File: src/rtl/chroma_subsample_420.sv
// chroma_subsample_420
//
// Converts a 4:4:4 YUV pixel stream into the 4:2:0 component stream used by
// the JPEG MCU buffer. Luma passes through one beat per pixel. Chroma is
// reduced once per 2x2 block and leaves as two beats sharing the tags of the
// odd-line, odd-pixel position:
//   beat A: valid 3'b010, U
//   beat B: valid 3'b101, Y + V (carries eof)
// Y rides with V so that the MCU buffer's end-of-line push (Y valid at
// x_size_m1) comes after the last chroma write of that line.
//
// Lane mapping: index 0 = Y, 1 = U, 2 = V (for data and valid alike).
//
// Optional feature macro: CHROMA_SUBSAMPLE_AVG_EN
//   defined   : 2x2 rounded average through a half-width line buffer
//   undefined : decimation, U/V taken from the odd-line, even-pixel sample
//
// Ports
//   clk, resetn               pixel clock, asynchronous active-low reset
//   yuv_in, yuv_in_valid      input pixel (Y,U,V) and its valid
//   yuv_in_hold               upstream must hold the current pixel
//   yuv_in_pixel_count/line   x / y position of the input pixel
//   eof_in                    last pixel of the frame
//   x_size_m1                 line width - 1 (odd); wider pixels are dropped
//   yuvrgb_out(_valid)        output beat and per-lane valid
//   yuvrgb_out_hold           downstream stall
//   yuvrgb_out_pixel/line     tags of the current beat
//   eof_out                   final beat of the frame
//   fsm_state_o               debug view of the beat sequencer (1 = V pending)
//
// Handshake: an input pixel transfers on a clock edge where
// yuv_in_valid=1 and yuv_in_hold=0. An output beat transfers on an edge where
// yuvrgb_out_valid!=0 and yuvrgb_out_hold=0; while it is stalled every output
// field stays stable.
module chroma_subsample_420 #(
    parameter int SENSOR_X_SIZE = 720,
    parameter int SENSOR_Y_SIZE = 720,
    parameter int DW            = 8,
    localparam int XW           = $clog2(SENSOR_X_SIZE),
    localparam int YW           = $clog2(SENSOR_Y_SIZE)
) (
    input  logic               clk,
    input  logic               resetn,
    input  logic [2:0][DW-1:0] yuv_in,
    input  logic               yuv_in_valid,
    output logic               yuv_in_hold,
    input  logic [XW-1:0]      yuv_in_pixel_count,
    input  logic [YW-1:0]      yuv_in_line_count,
    input  logic               eof_in,
    input  logic [XW-1:0]      x_size_m1,
    output logic [2:0][DW-1:0] yuvrgb_out,
    output logic [2:0]         yuvrgb_out_valid,
    input  logic               yuvrgb_out_hold,
    output logic [XW-1:0]      yuvrgb_out_pixel_count,
    output logic [YW-1:0]      yuvrgb_out_line_count,
    output logic               eof_out,
    output logic               fsm_state_o
);

    typedef enum logic {
        PASS   = 1'b0,
        V_PEND = 1'b1
    } state_t;

    state_t state_q, state_d;

    logic               out_busy;
    logic               accept;
    logic               in_range;
    logic               take;
    logic               ly;
    logic               px;

    logic [DW-1:0]      u0_q, v0_q;
    logic [DW-1:0]      y_pend_q, v_pend_q;
    logic               eof_pend_q;
    logic [DW-1:0]      u_res, v_res;

    logic [2:0]         valid_q;
    logic [2:0][DW-1:0] data_q;
    logic [XW-1:0]      pix_q;
    logic [YW-1:0]      line_q;
    logic               eof_q;

    assign out_busy    = (|valid_q) & yuvrgb_out_hold;
    assign yuv_in_hold = out_busy | (state_q == V_PEND);
    assign accept      = yuv_in_valid & ~yuv_in_hold;
    // Pixels beyond the programmed width are consumed but produce nothing.
    assign in_range    = (yuv_in_pixel_count <= x_size_m1);
    assign take        = accept & in_range;
    assign ly          = yuv_in_line_count[0];
    assign px          = yuv_in_pixel_count[0];

`ifdef CHROMA_SUBSAMPLE_AVG_EN
    localparam int SW       = DW + 1;
    localparam int LB_DEPTH = SENSOR_X_SIZE / 2;

    // Horizontal pair sums of the even line: {V sum, U sum}.
    logic [2*SW-1:0] lbuf [LB_DEPTH];
    logic [2*SW-1:0] lb_rdata;
    logic [XW-2:0]   lb_addr;
    logic [SW-1:0]   sum_u, sum_v;
    logic [DW+1:0]   avg_u_full, avg_v_full;

    assign lb_addr = yuv_in_pixel_count[XW-1:1];
    assign sum_u   = {1'b0, u0_q} + {1'b0, yuv_in[1]};
    assign sum_v   = {1'b0, v0_q} + {1'b0, yuv_in[2]};

    // Read is issued on the odd line's even pixel; the read register only
    // changes on a read, so the sum survives any stall before the odd pixel.
    always_ff @(posedge clk) begin
        if (take & ~ly & px) begin
            lbuf[lb_addr] <= {sum_v, sum_u};
        end
        if (take & ly & ~px) begin
            lb_rdata <= lbuf[lb_addr];
        end
    end

    // Four samples plus 2 for round-half-up; the quotient always fits DW.
    assign avg_u_full = {1'b0, lb_rdata[SW-1:0]} + {2'b00, u0_q}
                      + {2'b00, yuv_in[1]} + (DW+2)'(2);
    assign avg_v_full = {1'b0, lb_rdata[2*SW-1:SW]} + {2'b00, v0_q}
                      + {2'b00, yuv_in[2]} + (DW+2)'(2);
    assign u_res      = avg_u_full[DW+1:2];
    assign v_res      = avg_v_full[DW+1:2];
`else
    // Decimation: the odd-line even-pixel sample stands for the whole block.
    assign u_res = u0_q;
    assign v_res = v0_q;
`endif

    // Beat sequencer
    always_ff @(posedge clk or negedge resetn) begin
        if (!resetn) begin
            state_q <= PASS;
        end else begin
            state_q <= state_d;
        end
    end

    always_comb begin
        state_d = state_q;
        case (state_q)
            PASS:    if (take & ly & px) state_d = V_PEND;
            V_PEND:  if (!out_busy)      state_d = PASS;
            default: state_d = PASS;
        endcase
    end

    // Input latches and output register
    always_ff @(posedge clk or negedge resetn) begin
        if (!resetn) begin
            u0_q       <= '0;
            v0_q       <= '0;
            y_pend_q   <= '0;
            v_pend_q   <= '0;
            eof_pend_q <= 1'b0;
            valid_q    <= '0;
            data_q     <= '0;
            pix_q      <= '0;
            line_q     <= '0;
            eof_q      <= 1'b0;
        end else begin
            if (take & ~px) begin
                u0_q <= yuv_in[1];
                v0_q <= yuv_in[2];
            end
            if (!out_busy) begin
                valid_q <= '0;
                eof_q   <= 1'b0;
                if (state_q == V_PEND) begin
                    // Beat B reuses beat A's tags, still held in pix_q/line_q.
                    valid_q   <= 3'b101;
                    data_q[0] <= y_pend_q;
                    data_q[2] <= v_pend_q;
                    eof_q     <= eof_pend_q;
                end else if (take) begin
                    pix_q  <= yuv_in_pixel_count;
                    line_q <= yuv_in_line_count;
                    if (ly & px) begin
                        valid_q    <= 3'b010;
                        data_q[1]  <= u_res;
                        y_pend_q   <= yuv_in[0];
                        v_pend_q   <= v_res;
                        eof_pend_q <= eof_in;
                    end else begin
                        valid_q   <= 3'b001;
                        data_q[0] <= yuv_in[0];
                        eof_q     <= eof_in;
                    end
                end
            end
        end
    end

    assign yuvrgb_out             = data_q;
    assign yuvrgb_out_valid       = valid_q;
    assign yuvrgb_out_pixel_count = pix_q;
    assign yuvrgb_out_line_count  = line_q;
    assign eof_out                = eof_q;
    assign fsm_state_o            = state_q;

endmodule

File: config.mk
export PLATFORM = sky130hd
export DESIGN_NAME = chroma_subsample_420
export DESIGN_NICKNAME = d
export VERILOG_FILES = /design/src/rtl/chroma_subsample_420.sv
export SDC_FILE = /design/constraint.sdc
export NUM_CORES = 1
export LEC_CHECK = 0
export ABC_AREA = 1
export BUFFER_PORTS_ARGS = -buffer_cell sky130_fd_sc_hd__buf_4
export CAP_MARGIN = 20
export CORE_ASPECT_RATIO = 0.6
export CORE_MARGIN = 4
export CORE_UTILIZATION = 35
export CTS_CLUSTER_SIZE = 14
export DETAILED_ROUTE_END_ITERATION = 8
export SLEW_MARGIN = 20
export SYNTH_ARGS = -nofsm -noshare
export SYNTH_HDL_FRONTEND = slang
export SYNTH_SLANG_ARGS = --single-unit
File: constraint.sdc
create_clock -name clk -period 4.48 [get_ports clk]
set_clock_uncertainty 0.2 [all_clocks]
set_input_delay 1.344 -clock clk [delete_from_list [all_inputs] [get_ports clk]]
set_output_delay 1.344 -clock clk [all_outputs]
set_load 0.01 [all_outputs]
==> results of run 1 <==
-- cells by family (layout without fill, tap and decap cells) --
group / count (synthesis) / in the layout / share of synthesized area, %
muxes: 8 / 8 / 2.40
adders and majority gates: 10 / 10 / 3.33
buffers and inverters: 81 / 192 / 10.0
AOI/OAI and AO/OA: 58 / 58 / 10.5
and+or+nand+nor: 165 / 165 / 19.2
DFF: 82 / 82 / 54.6
-- metrics by stage --
step / hold slack [ps] / util (%) / power [mW] / worst slack [ps] / instances
global placement: 264 / 45.6 / 2.05 / 916 / 635
detailed placement: 267 / 45.6 / 2.09 / 853 / 635
finish: 279 / 48.7 / 2.83 / 929 / 650
floorplan: 251 / - / 1.66 / 1240 / 404
global route: 293 / 48.7 / 3.03 / 885 / 650
CTS: 282 / 48.7 / 2.87 / 922 / 650
-- state kept, by name, indices dropped and copies added (netlist names) --
register,cells
eof_out,1
eof_pend_q,1
fsm_state_o,1
u0_q,8
v0_q,8
v_pend_q,8
y_pend_q,8
yuvrgb_out,24
yuvrgb_out_line_count,10
yuvrgb_out_pixel_count,10
yuvrgb_out_valid,3
-- report_power, final --
part           switching [mW]  internal [mW]  total, mW
combinational           0.431          0.430      0.862
sequential              0.168           1.03       1.19
clock                   0.285          0.484      0.769
-- metal layers --
layer	global-route usage [%]	vias up
met5	0	-
met4	4.70	0
met3	4.91	8
met2	22.7	71
met1	19.7	1287
li1	-	1454
-- synth_stat cells --
cell type / instances / area, µm²
sky130_fd_sc_hd__a21oi_1: 2 / 10.0
sky130_fd_sc_hd__a21oi_2: 1 / 8.76
sky130_fd_sc_hd__buf_2: 4 / 20.0
sky130_fd_sc_hd__buf_4: 4 / 30.0
sky130_fd_sc_hd__buf_6: 7 / 78.8
sky130_fd_sc_hd__clkbuf_1: 1 / 3.75
sky130_fd_sc_hd__dfrtp_1: 82 / 2050
sky130_fd_sc_hd__ha_1: 10 / 125
sky130_fd_sc_hd__inv_1: 64 / 240
sky130_fd_sc_hd__inv_2: 1 / 3.75
sky130_fd_sc_hd__mux2_2: 8 / 90.1
sky130_fd_sc_hd__nand2_1: 140 / 526
sky130_fd_sc_hd__nand2_2: 3 / 18.8
sky130_fd_sc_hd__nand2_4: 2 / 22.5
sky130_fd_sc_hd__nand3_1: 12 / 60.1
sky130_fd_sc_hd__nand3_2: 1 / 10.0
sky130_fd_sc_hd__nand3_4: 1 / 17.5
sky130_fd_sc_hd__nand3b_4: 1 / 20.0
sky130_fd_sc_hd__nand4_1: 1 / 6.26
sky130_fd_sc_hd__nor2_1: 1 / 3.75
sky130_fd_sc_hd__nor2_2: 1 / 6.26
sky130_fd_sc_hd__nor2_4: 1 / 11.3
sky130_fd_sc_hd__nor2_8: 1 / 20.0
sky130_fd_sc_hd__o21a_1: 1 / 7.51
sky130_fd_sc_hd__o21ai_0: 12 / 60.1
sky130_fd_sc_hd__o21ai_1: 16 / 80.1
sky130_fd_sc_hd__o21ai_2: 25 / 219
sky130_fd_sc_hd__o21bai_1: 1 / 7.51
-- worst max path at each step --
stage                          start              to  slack (ps)
3_5_place_dp   yuv_in_pixel_count[9]     v_pend_q[1]         850
6_report             yuvrgb_out_hold     yuv_in_hold         930
4_1_cts              yuvrgb_out_hold     yuv_in_hold         920
5_1_grt              yuvrgb_out_hold     yuv_in_hold         890
3_3_place_gp   yuv_in_pixel_count[9]  yuvrgb_out[15]         920
2_1_floorplan        yuvrgb_out_hold     yuv_in_hold        1240
-- worst min-delay path, stage by stage, from the launching register on --
cell,delay (ps)
sky130_fd_sc_hd__dfrtp_1,340
sky130_fd_sc_hd__nand2_1,60
sky130_fd_sc_hd__o21ai_2,50
-- layout make-up --
class / count / area [µm²]
Inverter: 65 / 244
Multi-Input combinational cell: 241 / 1330
Fill cell: 991 / 5220
Tap cell: 135 / 169
Timing Repair Buffer: 112 / 841
Clock inverter: 5 / 80.1
Clock buffer: 10 / 229
Sequential cell: 82 / 2050
==> flow_summary.html, run 1 <==
<table>
<tr><th>Metric</th><th>Value</th></tr>
<tr><th colspan="2">Detailed routing</th></tr>
<tr><td>Avg Vias per Cell</td><td>~4.3</td></tr>
<tr><td>Wire length on met2</td><td>roughly 3800 µm</td></tr>
<tr><td>Post-detailed-route wirelength per cell</td><td>between 10 and 15 µm</td></tr>
<tr><td>Final antenna-violating net count</td><td>0</td></tr>
<tr><td>Initial DRC Count</td><td>roughly 120</td></tr>
<tr><td>Detailed-routing wirelength on met1</td><td>a little over 4000 µm</td></tr>
<tr><td>Uppermost routed layer</td><td>met4</td></tr>
<tr><td>DRC Markers</td><td>0</td></tr>
<tr><td>Length of the first detailed-routing pass in iterations</td><td>4</td></tr>
<tr><td>Met3 wire length</td><td>about 490 µm</td></tr>
<tr><td>Aggregate routed wire length</td><td>~8600 µm</td></tr>
<tr><td>Via count of the routed design</td><td>2820</td></tr>
<tr><th colspan="2">Die</th></tr>
<tr><td>Die footprint</td><td>~13000 µm²</td></tr>
<tr><td>Std-Cell Core Area</td><td>just over 10000 µm²</td></tr>
<tr><td>Starting Density</td><td>37.0%</td></tr>
<tr><td>Num rows</td><td>28</td></tr>
<tr><td>Height of the chip</td><td>about 90 µm</td></tr>
<tr><td>Die X-Extent</td><td>142 µm</td></tr>
<tr><td>Top-Level Pins</td><td>around 110</td></tr>
<tr><th colspan="2">CTS</th></tr>
<tr><td>Total setup buffers inserted after CTS</td><td>0</td></tr>
<tr><td>Clock transition at the registers of the reported paths</td><td>50 ps</td></tr>
<tr><td>TritonCTS Sinks</td><td>~80</td></tr>
<tr><td>Hold Buf Count CTS</td><td>0</td></tr>
<tr><td>Clock latency on the worst-skew pair</td><td>330 ps</td></tr>
<tr><td>Number of buffers on the longest clock path</td><td>2</td></tr>
<tr><td>Number of levels in the clock H-tree</td><td>3</td></tr>
<tr><td>Number of CTS-inserted buffers</td><td>9</td></tr>
<tr><td>Clock root cell</td><td>sky130_fd_sc_hd__clkbuf_16</td></tr>
<tr><td>Clock tree from TritonCTS</td><td>built</td></tr>
<tr><td>Number of gates resized after CTS</td><td>0</td></tr>
<tr><th colspan="2">Worst setup path</th></tr>
<tr><td>Sort of element at the end of the critical path</td><td>output pin</td></tr>
<tr><td>Reg2Reg Depth</td><td>6</td></tr>
<tr><td>CP Data Required Time</td><td>about 2900 ps</td></tr>
<tr><td>Startpoint-to-endpoint class of the critical path</td><td>input pin to output pin</td></tr>
<tr><td>FF-to-FF Start</td><td>fsm_state_o</td></tr>
<tr><td>Worst-path cell chain</td><td>buf_4 &gt; inv_1 &gt; a21oi_2 &gt; nor2_4 &gt; nand2_4 &gt; buf_4</td></tr>
<tr><td>CP delay by family, top</td><td>buffers and inverters</td></tr>
<tr><td>Slowest library cell on the worst path</td><td>sky130_fd_sc_hd__nor2_4</td></tr>
<tr><td>Count of cell instances traversed by the critical path</td><td>6</td></tr>
<tr><td>Worst reg2reg setup slack</td><td>roughly 2200 ps</td></tr>
<tr><td>Most Frequent Cell on Critical Path</td><td>sky130_fd_sc_hd__buf_4</td></tr>
<tr><td>RR Endpoint</td><td>v_pend_q[1]</td></tr>
<tr><td>Crit Path Max Fanout</td><td>4</td></tr>
<tr><td>Delay of the slowest critical-path stage</td><td>roughly 150 ps</td></tr>
<tr><td>Category of the worst setup path launch point</td><td>input pin</td></tr>
<tr><td>Worst path arrival time</td><td>roughly 2000 ps</td></tr>
<tr><td>Number of buffer and inverter stages on the critical path</td><td>3</td></tr>
<tr><th colspan="2">Logic synthesis</th></tr>
<tr><td>Yosys reg bits</td><td>between 80 and 90</td></tr>
<tr><td>Area of the mapped netlist</td><td>roughly 3800 µm²</td></tr>
<tr><td>Syn Nets</td><td>approximately 470</td></tr>
<tr><td>Synthesized area per cell</td><td>slightly above 9 µm²</td></tr>
<tr><td>Post-Synthesis Cells</td><td>~400</td></tr>
<tr><td>Number of distinct library cell variants in the gate-level netlist after synthesis</td><td>28</td></tr>
<tr><td>Warning count from the yosys run</td><td>0</td></tr>
<tr><td>Fraction of the yosys area taken by sequential cells</td><td>between 50% and 60%</td></tr>
<tr><th colspan="2">Hold path</th></tr>
<tr><td>Number of cells on the worst hold path</td><td>2</td></tr>
<tr><td>Capture endpoint of the worst hold path</td><td>y_pend_q[0]</td></tr>
<tr><td>Worst hold path startpoint</td><td>y_pend_q[0]</td></tr>
<tr><td>Worst hold path class</td><td>flop to flop</td></tr>
<tr><th colspan="2">Power</th></tr>
<tr><td>LEAKAGE</td><td>2.73 nW</td></tr>
<tr><td>Peak VDD IR</td><td>between 0.2 and 0.25 mV</td></tr>
<tr><td>Power density relative to cell area</td><td>approximately 570 nW/µm²</td></tr>
<tr><th colspan="2">STA</th></tr>
<tr><td>Final-report max-slew violation count</td><td>0</td></tr>
<tr><td>Setup TNS</td><td>0 ps</td></tr>
<tr><td>Unrepaired setup endpoints after global routing</td><td>false</td></tr>
<tr><td>Number of setup violations in the final report</td><td>0</td></tr>
<tr><td>Max-slew headroom</td><td>between 40% and 50%</td></tr>
<tr><td>Number of hold-slack violations in the final timing report</td><td>0</td></tr>
<tr><td>Worst-Margin Slew</td><td>roughly 780 ps</td></tr>
<tr><td>Highest achievable clock rate</td><td>0.282 GHz</td></tr>
<tr><td>Period minus WS final</td><td>3550 ps</td></tr>
<tr><td>Portion of the clock cycle consumed by the worst path in the final layout</td><td>between 70% and 80%</td></tr>
<tr><th colspan="2">Global routing</th></tr>
<tr><td>Initial antenna violation count</td><td>0</td></tr>
<tr><td>Maximum number of pins on one net before global-route repair</td><td>61</td></tr>
<tr><td>Global-route wire length before repair</td><td>~14000 µm</td></tr>
<tr><td>Remaining global-route overflow</td><td>0</td></tr>
<tr><td>Vias in the first global route</td><td>about 2900</td></tr>
<tr><td>Tot GR Track Use</td><td>between 10 and 15%</td></tr>
<tr><th colspan="2">Cells and area</th></tr>
<tr><td>Final standard cell area without fillers</td><td>about 4900 µm²</td></tr>
<tr><td>Area growth, synth to finish</td><td>31.6%</td></tr>
<tr><td>Number of nets in the final layout</td><td>between 500 and 600</td></tr>
<tr><td>Highest-count cells in the layout ignoring fill and taps</td><td>sky130_fd_sc_hd__nand2_1, sky130_fd_sc_hd__buf_4, sky130_fd_sc_hd__dfrtp_1, sky130_fd_sc_hd__inv_1, sky130_fd_sc_hd__o21ai_2</td></tr>
<tr><td>Proportion of layout cells with a drive suffix above 1</td><td>33.4%</td></tr>
<tr><td>Antenna cells</td><td>0</td></tr>
<tr><td>Most common library cell in the layout ignoring fill and taps</td><td>sky130_fd_sc_hd__nand2_1</td></tr>
<tr><th colspan="2">Place</th></tr>
<tr><td>Post-DP HPWL</td><td>6350 µm</td></tr>
<tr><td>I/O Buffers</td><td>between 100 and 150</td></tr>
<tr><td>Placed Instance Area</td><td>roughly 4600 µm²</td></tr>
<tr><td>Final weighted congestion of routability-driven global placement</td><td>approximately 0.76</td></tr>
<tr><th colspan="2">Job</th></tr>
<tr><td>Reported max-cap violation count</td><td>0</td></tr>
<tr><th colspan="2">Outcome</th></tr>
<tr><td>Outcome</td><td>finished clean</td></tr>
</table>
Power figures use the tool's default switching activity.
==> run 2, diff against run 1 <==
==> constraint.sdc (replaced) <==
create_clock -name clk -period 3.1 [get_ports clk]
set_clock_uncertainty 0.2 [all_clocks]
set_input_delay 0.93 -clock clk [delete_from_list [all_inputs] [get_ports clk]]
set_output_delay 0.93 -clock clk [all_outputs]
set_load 0.01 [all_outputs]
==> run 2 against run 1 <==
First-iteration DRC count increased by 5.2%. Total power increased by 48%. Worst hold slack about the same.
==> flow_summary.html, run 2 (same netlist as run 1, synthesis figures left out) <==
<table>
<tr><th>Metric</th><th>Value</th></tr>
<tr><th colspan="2">Outcome</th></tr>
<tr><td>Outcome</td><td>finished clean (unchanged)</td></tr>
<tr><th colspan="2">STA</th></tr>
<tr><td>Unrepaired setup endpoints after global routing</td><td>false (unchanged)</td></tr>
<tr><td>Max-slew headroom</td><td>58.0% (was 48.3%)</td></tr>
<tr><td>Period minus WS final</td><td>about 2700 ps</td></tr>
<tr><td>Final-report max-slew violation count</td><td>0 (unchanged)</td></tr>
<tr><td>Highest achievable clock rate</td><td>about 0.37 GHz</td></tr>
<tr><td>Number of hold-slack violations in the final timing report</td><td>0 (unchanged)</td></tr>
<tr><td>Fin worst setup slack</td><td>379 ps (was 929 ps)</td></tr>
<tr><td>Number of setup violations in the final report</td><td>0 (unchanged)</td></tr>
<tr><td>Portion of the clock cycle consumed by the worst path in the final layout</td><td>just under 90%</td></tr>
<tr><td>Worst-Margin Slew</td><td>630 ps (was 775 ps)</td></tr>
<tr><td>Setup TNS</td><td>0 ps (unchanged)</td></tr>
<tr><th colspan="2">Cells and area</th></tr>
<tr><td>Highest-count cells in the layout ignoring fill and taps</td><td>sky130_fd_sc_hd__nand2_1, sky130_fd_sc_hd__buf_4, sky130_fd_sc_hd__dfrtp_1, sky130_fd_sc_hd__inv_1, sky130_fd_sc_hd__o21ai_2 (unchanged)</td></tr>
<tr><td>Sequential cell area</td><td>2050 µm² (unchanged)</td></tr>
<tr><td>Area growth, synth to finish</td><td>33.1% (was 31.6%)</td></tr>
<tr><td>Flip-flop count of the largest register, all copies and words added</td><td>24 (unchanged)</td></tr>
<tr><td>Antenna cells</td><td>0 (unchanged)</td></tr>
<tr><td>Proportion of layout cells with a drive suffix above 1</td><td>33.7% (was 33.4%)</td></tr>
<tr><td>Number of nets in the final layout</td><td>580 (unchanged)</td></tr>
<tr><td>Number of fillers in the final layout</td><td>974 (was 991)</td></tr>
<tr><td>Most common library cell in the layout ignoring fill and taps</td><td>sky130_fd_sc_hd__nand2_1 (unchanged)</td></tr>
<tr><td>Utilization of the core after routing</td><td>49.2% (was 48.7%)</td></tr>
<tr><td>Combined area of the multi-input logic cells</td><td>1330 µm² (unchanged)</td></tr>
<tr><td>Non-filler instance count after layout</td><td>651 (was 650)</td></tr>
<tr><th colspan="2">Hold path</th></tr>
<tr><td>Worst hold path class</td><td>flop to flop (unchanged)</td></tr>
<tr><td>Number of cells on the worst hold path</td><td>2 (unchanged)</td></tr>
<tr><th colspan="2">Detailed routing</th></tr>
<tr><td>Final antenna-violating net count</td><td>0 (unchanged)</td></tr>
<tr><td>Via count of the routed design</td><td>2861 (was 2820)</td></tr>
<tr><td>Initial DRC Count</td><td>122 (was 116)</td></tr>
<tr><td>Length of the first detailed-routing pass in iterations</td><td>4 (unchanged)</td></tr>
<tr><td>DRC Markers</td><td>0 (unchanged)</td></tr>
<tr><td>Aggregate routed wire length</td><td>8520 µm (was 8590 µm)</td></tr>
<tr><td>Post-detailed-route wirelength per cell</td><td>13.1 µm (was 13.2 µm)</td></tr>
<tr><td>Avg Vias per Cell</td><td>4.39 (was 4.34)</td></tr>
<tr><th colspan="2">Worst setup path</th></tr>
<tr><td>Worst path arrival time</td><td>1590 ps (was 2010 ps)</td></tr>
<tr><td>Sort of element at the end of the critical path</td><td>output pin (unchanged)</td></tr>
<tr><td>Reg2Reg Depth</td><td>7 (was 6)</td></tr>
<tr><td>Category of the worst setup path launch point</td><td>input pin (unchanged)</td></tr>
<tr><td>CP Data Required Time</td><td>1970 ps (was 2940 ps)</td></tr>
<tr><td>Crit Path Max Fanout</td><td>4 (unchanged)</td></tr>
<tr><td>Startpoint-to-endpoint class of the critical path</td><td>input pin to output pin (unchanged)</td></tr>
<tr><th colspan="2">Place</th></tr>
<tr><td>Final weighted congestion of routability-driven global placement</td><td>0.798 (was 0.764)</td></tr>
<tr><td>Cell count after placement</td><td>635 (unchanged)</td></tr>
<tr><td>I/O Buffers</td><td>108 (unchanged)</td></tr>
<tr><td>Post-DP HPWL</td><td>6250 µm (was 6350 µm)</td></tr>
<tr><td>Post-Place Worst Slack</td><td>144 ps (was 853 ps)</td></tr>
<tr><th colspan="2">Power</th></tr>
<tr><td>Psw</td><td>1.28 mW (was 0.884 mW)</td></tr>
<tr><td>LEAKAGE</td><td>2.77 nW (was 2.73 nW)</td></tr>
<tr><td>Power density relative to cell area</td><td>835 nW/µm² (was 571 nW/µm²)</td></tr>
<tr><td>Clk network pwr share</td><td>28.9% (was 27.2%)</td></tr>
<tr><td>Sequential fraction of design power</td><td>41.3% (was 42.3%)</td></tr>
<tr><td>Peak VDD IR</td><td>0.383 mV (was 0.231 mV)</td></tr>
<tr><td>Overall power</td><td>4.18 mW (was 2.83 mW)</td></tr>
<tr><td>Design internal power</td><td>2.90 mW (was 1.94 mW)</td></tr>
<tr><td>Portion of total power attributed to combinational logic</td><td>29.8% (was 30.5%)</td></tr>
<tr><td>Switching power share of the total</td><td>30.7% (was 31.3%)</td></tr>
<tr><th colspan="2">Die</th></tr>
<tr><td>Die X-Extent</td><td>142 µm (unchanged)</td></tr>
<tr><td>Die footprint</td><td>12500 µm² (unchanged)</td></tr>
<tr><td>Height of the chip</td><td>88.3 µm (unchanged)</td></tr>
<tr><td>Num rows</td><td>28 (unchanged)</td></tr>
<tr><td>Starting Density</td><td>37.0% (unchanged)</td></tr>
<tr><td>Std-Cell Core Area</td><td>10200 µm² (unchanged)</td></tr>
<tr><td>Top-Level Pins</td><td>109 (unchanged)</td></tr>
<tr><th colspan="2">Global routing</th></tr>
<tr><td>Vias in the first global route</td><td>2921 (was 2877)</td></tr>
<tr><td>Global-route wire length before repair</td><td>14200 µm (was 14300 µm)</td></tr>
<tr><td>Tot GR Track Use</td><td>14.4% (was 14.6%)</td></tr>
<tr><td>Initial antenna violation count</td><td>0 (unchanged)</td></tr>
<tr><td>Remaining global-route overflow</td><td>0 (unchanged)</td></tr>
<tr><td>Maximum number of pins on one net before global-route repair</td><td>53 (was 61)</td></tr>
<tr><th colspan="2">CTS</th></tr>
<tr><td>Clock transition at the registers of the reported paths</td><td>60 ps (was 50 ps)</td></tr>
<tr><td>Total setup buffers inserted after CTS</td><td>0 (unchanged)</td></tr>
<tr><td>Clock root cell</td><td>sky130_fd_sc_hd__clkbuf_16 (unchanged)</td></tr>
<tr><td>TritonCTS Sinks</td><td>82 (unchanged)</td></tr>
<tr><td>Number of levels in the clock H-tree</td><td>3 (unchanged)</td></tr>
<tr><td>Hold Buf Count CTS</td><td>0 (unchanged)</td></tr>
<tr><td>Number of CTS-inserted buffers</td><td>9 (unchanged)</td></tr>
<tr><td>Number of gates resized after CTS</td><td>0 (unchanged)</td></tr>
<tr><td>Clock latency on the worst-skew pair</td><td>330 ps (about the same)</td></tr>
<tr><td>Number of buffers on the longest clock path</td><td>2 (unchanged)</td></tr>
<tr><td>Clock tree from TritonCTS</td><td>built (unchanged)</td></tr>
<tr><th colspan="2">Job</th></tr>
<tr><td>Reported max-cap violation count</td><td>0 (unchanged)</td></tr>
</table>
run 2: cell types whose count changed in the layout (fill, tap and decap cells not counted), sizes merged:
cell | before | now
clkinv | 1 | 4
clkinvlp | 2 | 0
bufinv | 2 | 3
clkbuf | 10 | 9
run 2: power groups by stage:
stage	Combinational, mW	Clock [mW]	Sequential [mW]
floorplan	0.595	0	1.80
global placement	1.25	0	1.73
detailed placement	1.27	0	1.74
CTS	1.28	1.25	1.73
global route	1.40	1.29	1.78
finish	1.24	1.21	1.72
run 2: stage by stage:
stage                     hold slack, ps  area [µm²]
after floorplan                      251        3760
after global placement               264        4660
after detailed placement             268        4660
after CTS                            285        5000
after global routing                 306        5000
final                                279        5000
run 2: critical path: stages:
cell                      delay (ps)
sky130_fd_sc_hd__buf_4           120
sky130_fd_sc_hd__inv_1            90
sky130_fd_sc_hd__a21oi_2          60
sky130_fd_sc_hd__nor2_4          150
sky130_fd_sc_hd__nand2_4         100
sky130_fd_sc_hd__buf_4           150
run 2: path summary, 6_finish.rpt:
path | slack (ps) | from | endpoint
max reg2reg | 990 | fsm_state_o | yuvrgb_out_pixel_count[3]
max | 380 | yuvrgb_out_hold | yuv_in_hold
max in group asynchronous | 1700 | resetn | v0_q[5]
min | 280 | v_pend_q[1] | v_pend_q[1]
min reg2reg | 280 | v_pend_q[1] | v_pend_q[1]
min in group asynchronous | 380 | resetn | u0_q[3]
run 2: cell type report:
class	instances	area share, %
flip-flops and latches	82	41.0
inverters	65	4.88
repair buffers	112	17.3
clock buffers	9	4.50
well taps	135	3.38
clock inverters	7	2.35
multi-input cells	241	26.6
run 2: layer usage:
layer | global-route usage [%] | vias to the layer above | wire [µm]
met4 | 4.62 | 0 | 117
met1 | 20.2 | 1320 | 4210
met5 | 0 | - | 0
met3 | 4.37 | 12 | 466
li1 | - | 1460 | -
met2 | 21.7 | 69 | 3730
==> run 3, diff against run 2 <==
--- a/config.mk
+++ b/config.mk
@@ -6,10 +6,9 @@
 export NUM_CORES = 1
 export LEC_CHECK = 0
 export ABC_AREA = 1
-export BUFFER_PORTS_ARGS = -buffer_cell sky130_fd_sc_hd__buf_4
+export BUFFER_PORTS_ARGS = -buffer_cell sky130_fd_sc_hd__buf_2
 export CAP_MARGIN = 20
 export CORE_ASPECT_RATIO = 0.6
-export CORE_MARGIN = 4
 export CORE_UTILIZATION = 35
 export CTS_CLUSTER_SIZE = 14
 export DETAILED_ROUTE_END_ITERATION = 8
==> run 3 against run 2 <==
Total power decreased by 8.7%. Sequential share of layout area increased by 2.8 points. Global-route usage increased by 0.56 points. Setup slack improved by 40 ps. First-iteration DRC count decreased by 22%. Largest cell class unchanged. Largest power group unchanged.
==> flow_summary.html, run 3 (same netlist as run 1, synthesis figures left out) <==
<table>
<tr><th>Metric</th><th>Value</th></tr>
<tr><th colspan="2">Die</th></tr>
<tr><td>Die footprint</td><td>11200 µm² (was 12500 µm²)</td></tr>
<tr><td>Std-Cell Core Area</td><td>10200 µm² (unchanged)</td></tr>
<tr><td>Starting Density</td><td>37.0% (unchanged)</td></tr>
<tr><td>Top-Level Pins</td><td>109 (unchanged)</td></tr>
<tr><td>Height of the chip</td><td>82.3 µm (was 88.3 µm)</td></tr>
<tr><td>Num rows</td><td>28 (unchanged)</td></tr>
<tr><td>Die X-Extent</td><td>136 µm (was 142 µm)</td></tr>
<tr><th colspan="2">Global routing</th></tr>
<tr><td>Maximum number of pins on one net before global-route repair</td><td>53 (unchanged)</td></tr>
<tr><td>Tot GR Track Use</td><td>15.0% (was 14.4%)</td></tr>
<tr><td>Global-route wire length before repair</td><td>12700 µm (was 14200 µm)</td></tr>
<tr><td>Initial antenna violation count</td><td>0 (unchanged)</td></tr>
<tr><td>Vias in the first global route</td><td>2699 (was 2921)</td></tr>
<tr><td>Remaining global-route overflow</td><td>0 (unchanged)</td></tr>
<tr><th colspan="2">Worst setup path</th></tr>
<tr><td>Category of the worst setup path launch point</td><td>input pin (unchanged)</td></tr>
<tr><td>Sort of element at the end of the critical path</td><td>output pin (unchanged)</td></tr>
<tr><td>FF-to-FF Start</td><td>fsm_state_o (unchanged)</td></tr>
<tr><td>Delay of the slowest critical-path stage</td><td>150 ps (about the same)</td></tr>
<tr><td>Slowest library cell on the worst path</td><td>sky130_fd_sc_hd__buf_2 (was sky130_fd_sc_hd__nor2_4)</td></tr>
<tr><td>First element of the critical path</td><td>yuvrgb_out_hold (unchanged)</td></tr>
<tr><td>Crit Path Max Fanout</td><td>4 (unchanged)</td></tr>
<tr><td>Worst path arrival time</td><td>1550 ps (was 1590 ps)</td></tr>
<tr><td>CP Data Required Time</td><td>1970 ps (about the same)</td></tr>
<tr><td>Capturing instance or port of the critical path</td><td>yuv_in_hold (unchanged)</td></tr>
<tr><td>Reg2Reg Depth</td><td>7 (unchanged)</td></tr>
<tr><td>RR Endpoint</td><td>yuvrgb_out_line_count[7] (was yuvrgb_out_pixel_count[3])</td></tr>
<tr><td>Worst-path cell chain</td><td>buf_2 &gt; inv_1 &gt; a21oi_2 &gt; nor2_4 &gt; nand2_4 &gt; buf_2 (was buf_4 &gt; inv_1 &gt; a21oi_2 &gt; nor2_4 &gt; nand2_4 &gt; buf_4)</td></tr>
<tr><td>Most Frequent Cell on Critical Path</td><td>sky130_fd_sc_hd__buf_2 (was sky130_fd_sc_hd__buf_4)</td></tr>
<tr><td>Worst reg2reg setup slack</td><td>1050 ps (was 990 ps)</td></tr>
<tr><td>Startpoint-to-endpoint class of the critical path</td><td>input pin to output pin (unchanged)</td></tr>
<tr><th colspan="2">Cells and area</th></tr>
<tr><td>Most common library cell in the layout ignoring fill and taps</td><td>sky130_fd_sc_hd__nand2_1 (unchanged)</td></tr>
<tr><td>Highest-count cells in the layout ignoring fill and taps</td><td>sky130_fd_sc_hd__nand2_1, sky130_fd_sc_hd__buf_2, sky130_fd_sc_hd__dfrtp_1, sky130_fd_sc_hd__inv_1, sky130_fd_sc_hd__o21ai_2 (was sky130_fd_sc_hd__nand2_1, sky130_fd_sc_hd__buf_4, sky130_fd_sc_hd__dfrtp_1, sky130_fd_sc_hd__inv_1, sky130_fd_sc_hd__o21ai_2)</td></tr>
<tr><td>Proportion of layout cells with a drive suffix above 1</td><td>33.5% (was 33.7%)</td></tr>
<tr><td>Non-filler instance count after layout</td><td>651 (unchanged)</td></tr>
<tr><td>Flip-flop count of the largest register, all copies and words added</td><td>24 (unchanged)</td></tr>
<tr><td>Number of nets in the final layout</td><td>580 (unchanged)</td></tr>
<tr><td>Area growth, synth to finish</td><td>24.5% (was 33.1%)</td></tr>
<tr><td>Antenna cells</td><td>0 (unchanged)</td></tr>
<tr><td>Number of fillers in the final layout</td><td>1033 (was 974)</td></tr>
<tr><th colspan="2">STA</th></tr>
<tr><td>Setup TNS</td><td>0 ps (unchanged)</td></tr>
<tr><td>Period minus WS final</td><td>2680 ps (was 2720 ps)</td></tr>
<tr><td>Worst-Margin Slew</td><td>660 ps (was 630 ps)</td></tr>
<tr><td>Number of setup violations in the final report</td><td>0 (unchanged)</td></tr>
<tr><td>Portion of the clock cycle consumed by the worst path in the final layout</td><td>86.5% (was 87.8%)</td></tr>
<tr><td>Unrepaired setup endpoints after global routing</td><td>false (unchanged)</td></tr>
<tr><td>Final-report max-slew violation count</td><td>0 (unchanged)</td></tr>
<tr><td>Max-slew headroom</td><td>56.0% (was 58.0%)</td></tr>
<tr><td>Highest achievable clock rate</td><td>0.373 GHz (was 0.367 GHz)</td></tr>
<tr><td>Number of hold-slack violations in the final timing report</td><td>0 (unchanged)</td></tr>
<tr><th colspan="2">CTS</th></tr>
<tr><td>Number of CTS-inserted buffers</td><td>9 (unchanged)</td></tr>
<tr><td>Total setup buffers inserted after CTS</td><td>0 (unchanged)</td></tr>
<tr><td>Number of gates resized after CTS</td><td>0 (unchanged)</td></tr>
<tr><td>Number of buffers on the longest clock path</td><td>2 (unchanged)</td></tr>
<tr><td>Hold Buf Count CTS</td><td>0 (unchanged)</td></tr>
<tr><td>Clock latency on the worst-skew pair</td><td>330 ps (about the same)</td></tr>
<tr><td>Number of levels in the clock H-tree</td><td>3 (unchanged)</td></tr>
<tr><td>Clock transition at the registers of the reported paths</td><td>60 ps (about the same)</td></tr>
<tr><td>Clock root cell</td><td>sky130_fd_sc_hd__clkbuf_16 (unchanged)</td></tr>
<tr><td>TritonCTS Sinks</td><td>82 (unchanged)</td></tr>
<tr><td>Clock tree from TritonCTS</td><td>built (unchanged)</td></tr>
<tr><th colspan="2">Job</th></tr>
<tr><td>Reported max-cap violation count</td><td>0 (unchanged)</td></tr>
<tr><th colspan="2">Place</th></tr>
<tr><td>Cell count after placement</td><td>635 (unchanged)</td></tr>
<tr><td>Post-DP HPWL</td><td>5470 µm (was 6250 µm)</td></tr>
<tr><td>Final weighted congestion of routability-driven global placement</td><td>0.802 (was 0.798)</td></tr>
<tr><td>I/O Buffers</td><td>108 (unchanged)</td></tr>
<tr><th colspan="2">Hold path</th></tr>
<tr><td>Worst hold path class</td><td>flop to flop (unchanged)</td></tr>
<tr><td>Number of cells on the worst hold path</td><td>2 (unchanged)</td></tr>
<tr><th colspan="2">Outcome</th></tr>
<tr><td>Outcome</td><td>finished clean (unchanged)</td></tr>
<tr><th colspan="2">Power</th></tr>
<tr><td>LEAKAGE</td><td>2.67 nW (was 2.77 nW)</td></tr>
<tr><td>Power density relative to cell area</td><td>815 nW/µm² (was 835 nW/µm²)</td></tr>
<tr><td>Peak VDD IR</td><td>0.316 mV (was 0.383 mV)</td></tr>
<tr><th colspan="2">Detailed routing</th></tr>
<tr><td>Post-detailed-route wirelength per cell</td><td>11.7 µm (was 13.1 µm)</td></tr>
<tr><td>Avg Vias per Cell</td><td>4.24 (was 4.39)</td></tr>
<tr><td>Via count of the routed design</td><td>2763 (was 2861)</td></tr>
<tr><td>Aggregate routed wire length</td><td>7630 µm (was 8520 µm)</td></tr>
<tr><td>Final antenna-violating net count</td><td>0 (unchanged)</td></tr>
<tr><td>DRC Markers</td><td>0 (unchanged)</td></tr>
<tr><td>Length of the first detailed-routing pass in iterations</td><td>4 (unchanged)</td></tr>
<tr><td>Initial DRC Count</td><td>95 (was 122)</td></tr>
</table>
[run 3: cell count changes in the layout (fill, tap and decap cells not counted)]
| cell | before | now |
|---|---|---|
| sky130_fd_sc_hd__clkinv_2 | 2 | 4 |
| sky130_fd_sc_hd__clkbuf_1 | 0 | 1 |
| sky130_fd_sc_hd__bufinv_16 | 3 | 1 |
| sky130_fd_sc_hd__buf_4 | 110 | 3 |
| sky130_fd_sc_hd__clkinv_4 | 2 | 0 |
| sky130_fd_sc_hd__clkinvlp_4 | 0 | 1 |
| sky130_fd_sc_hd__buf_2 | 0 | 107 |
[run 3: through the flow]
| stage | power, mW | worst slack, ps | hold WS, ps | area [µm²] | utilization, % |
|---|---|---|---|---|---|
| 2_1_floorplan | 2.40 | 660 | 251 | 3760 | - |
| 3_3_place_gp | 2.79 | 224 | 258 | 4390 | 43.2 |
| 3_5_place_dp | 2.82 | 190 | 260 | 4390 | 43.2 |
| 4_1_cts | 3.88 | 412 | 277 | 4680 | 46.1 |
| 5_1_grt | 4.11 | 264 | 302 | 4680 | 46.1 |
| 6_report | 3.81 | 419 | 277 | 4680 | 46.1 |
[run 3: worst min path at each step]
stage / from / to / slack, ps
after floorplan: v_pend_q[0] / v_pend_q[0] / 250
after global placement: yuvrgb_out_pixel_count[2] / yuvrgb_out_pixel_count[2] / 260
after detailed placement: yuvrgb_out_pixel_count[7] / yuvrgb_out_pixel_count[7] / 260
after CTS: yuvrgb_out_line_count[3] / yuvrgb_out_line_count[3] / 280
after global routing: yuvrgb_out[12] / yuvrgb_out[12] / 300
final: yuvrgb_out_line_count[3] / yuvrgb_out_line_count[3] / 280
[run 3: critical path, delay by kind of cell]
kind | cells | cell delay, ps
buffers and inverters | 3 | 340
AND/OR/NAND/NOR | 2 | 230
AO/OA/AOI/OAI | 1 | 60
[run 3: metal layers]
metal | global-route usage [%] | vias up | part of all wire [%]
met4 | 5.39 | 0 | 1.0
li1 | - | 1457 | -
met5 | 0 | - | 0
met1 | 19.3 | 1244 | 50
met2 | 23.6 | 54 | 44
met3 | 5.01 | 8 | 4.8
[run 3: area by class of cell]
type | count | area, µm² | share of cell area [%]
timing repair buffer | 112 | 598 | 12.8
tap | 135 | 169 | 3.61
sequential | 82 | 2050 | 43.9
clock inverter | 6 | 57.6 | 1.23
multi-input combinational | 241 | 1330 | 28.4
clock buffer | 10 | 229 | 4.89
inverter | 65 | 244 | 5.21
[run 3: report_power, final]
group	internal [mW]	switching [mW]
sequential	1.48	0.214
clock	0.618	0.410
combinational	0.479	0.608
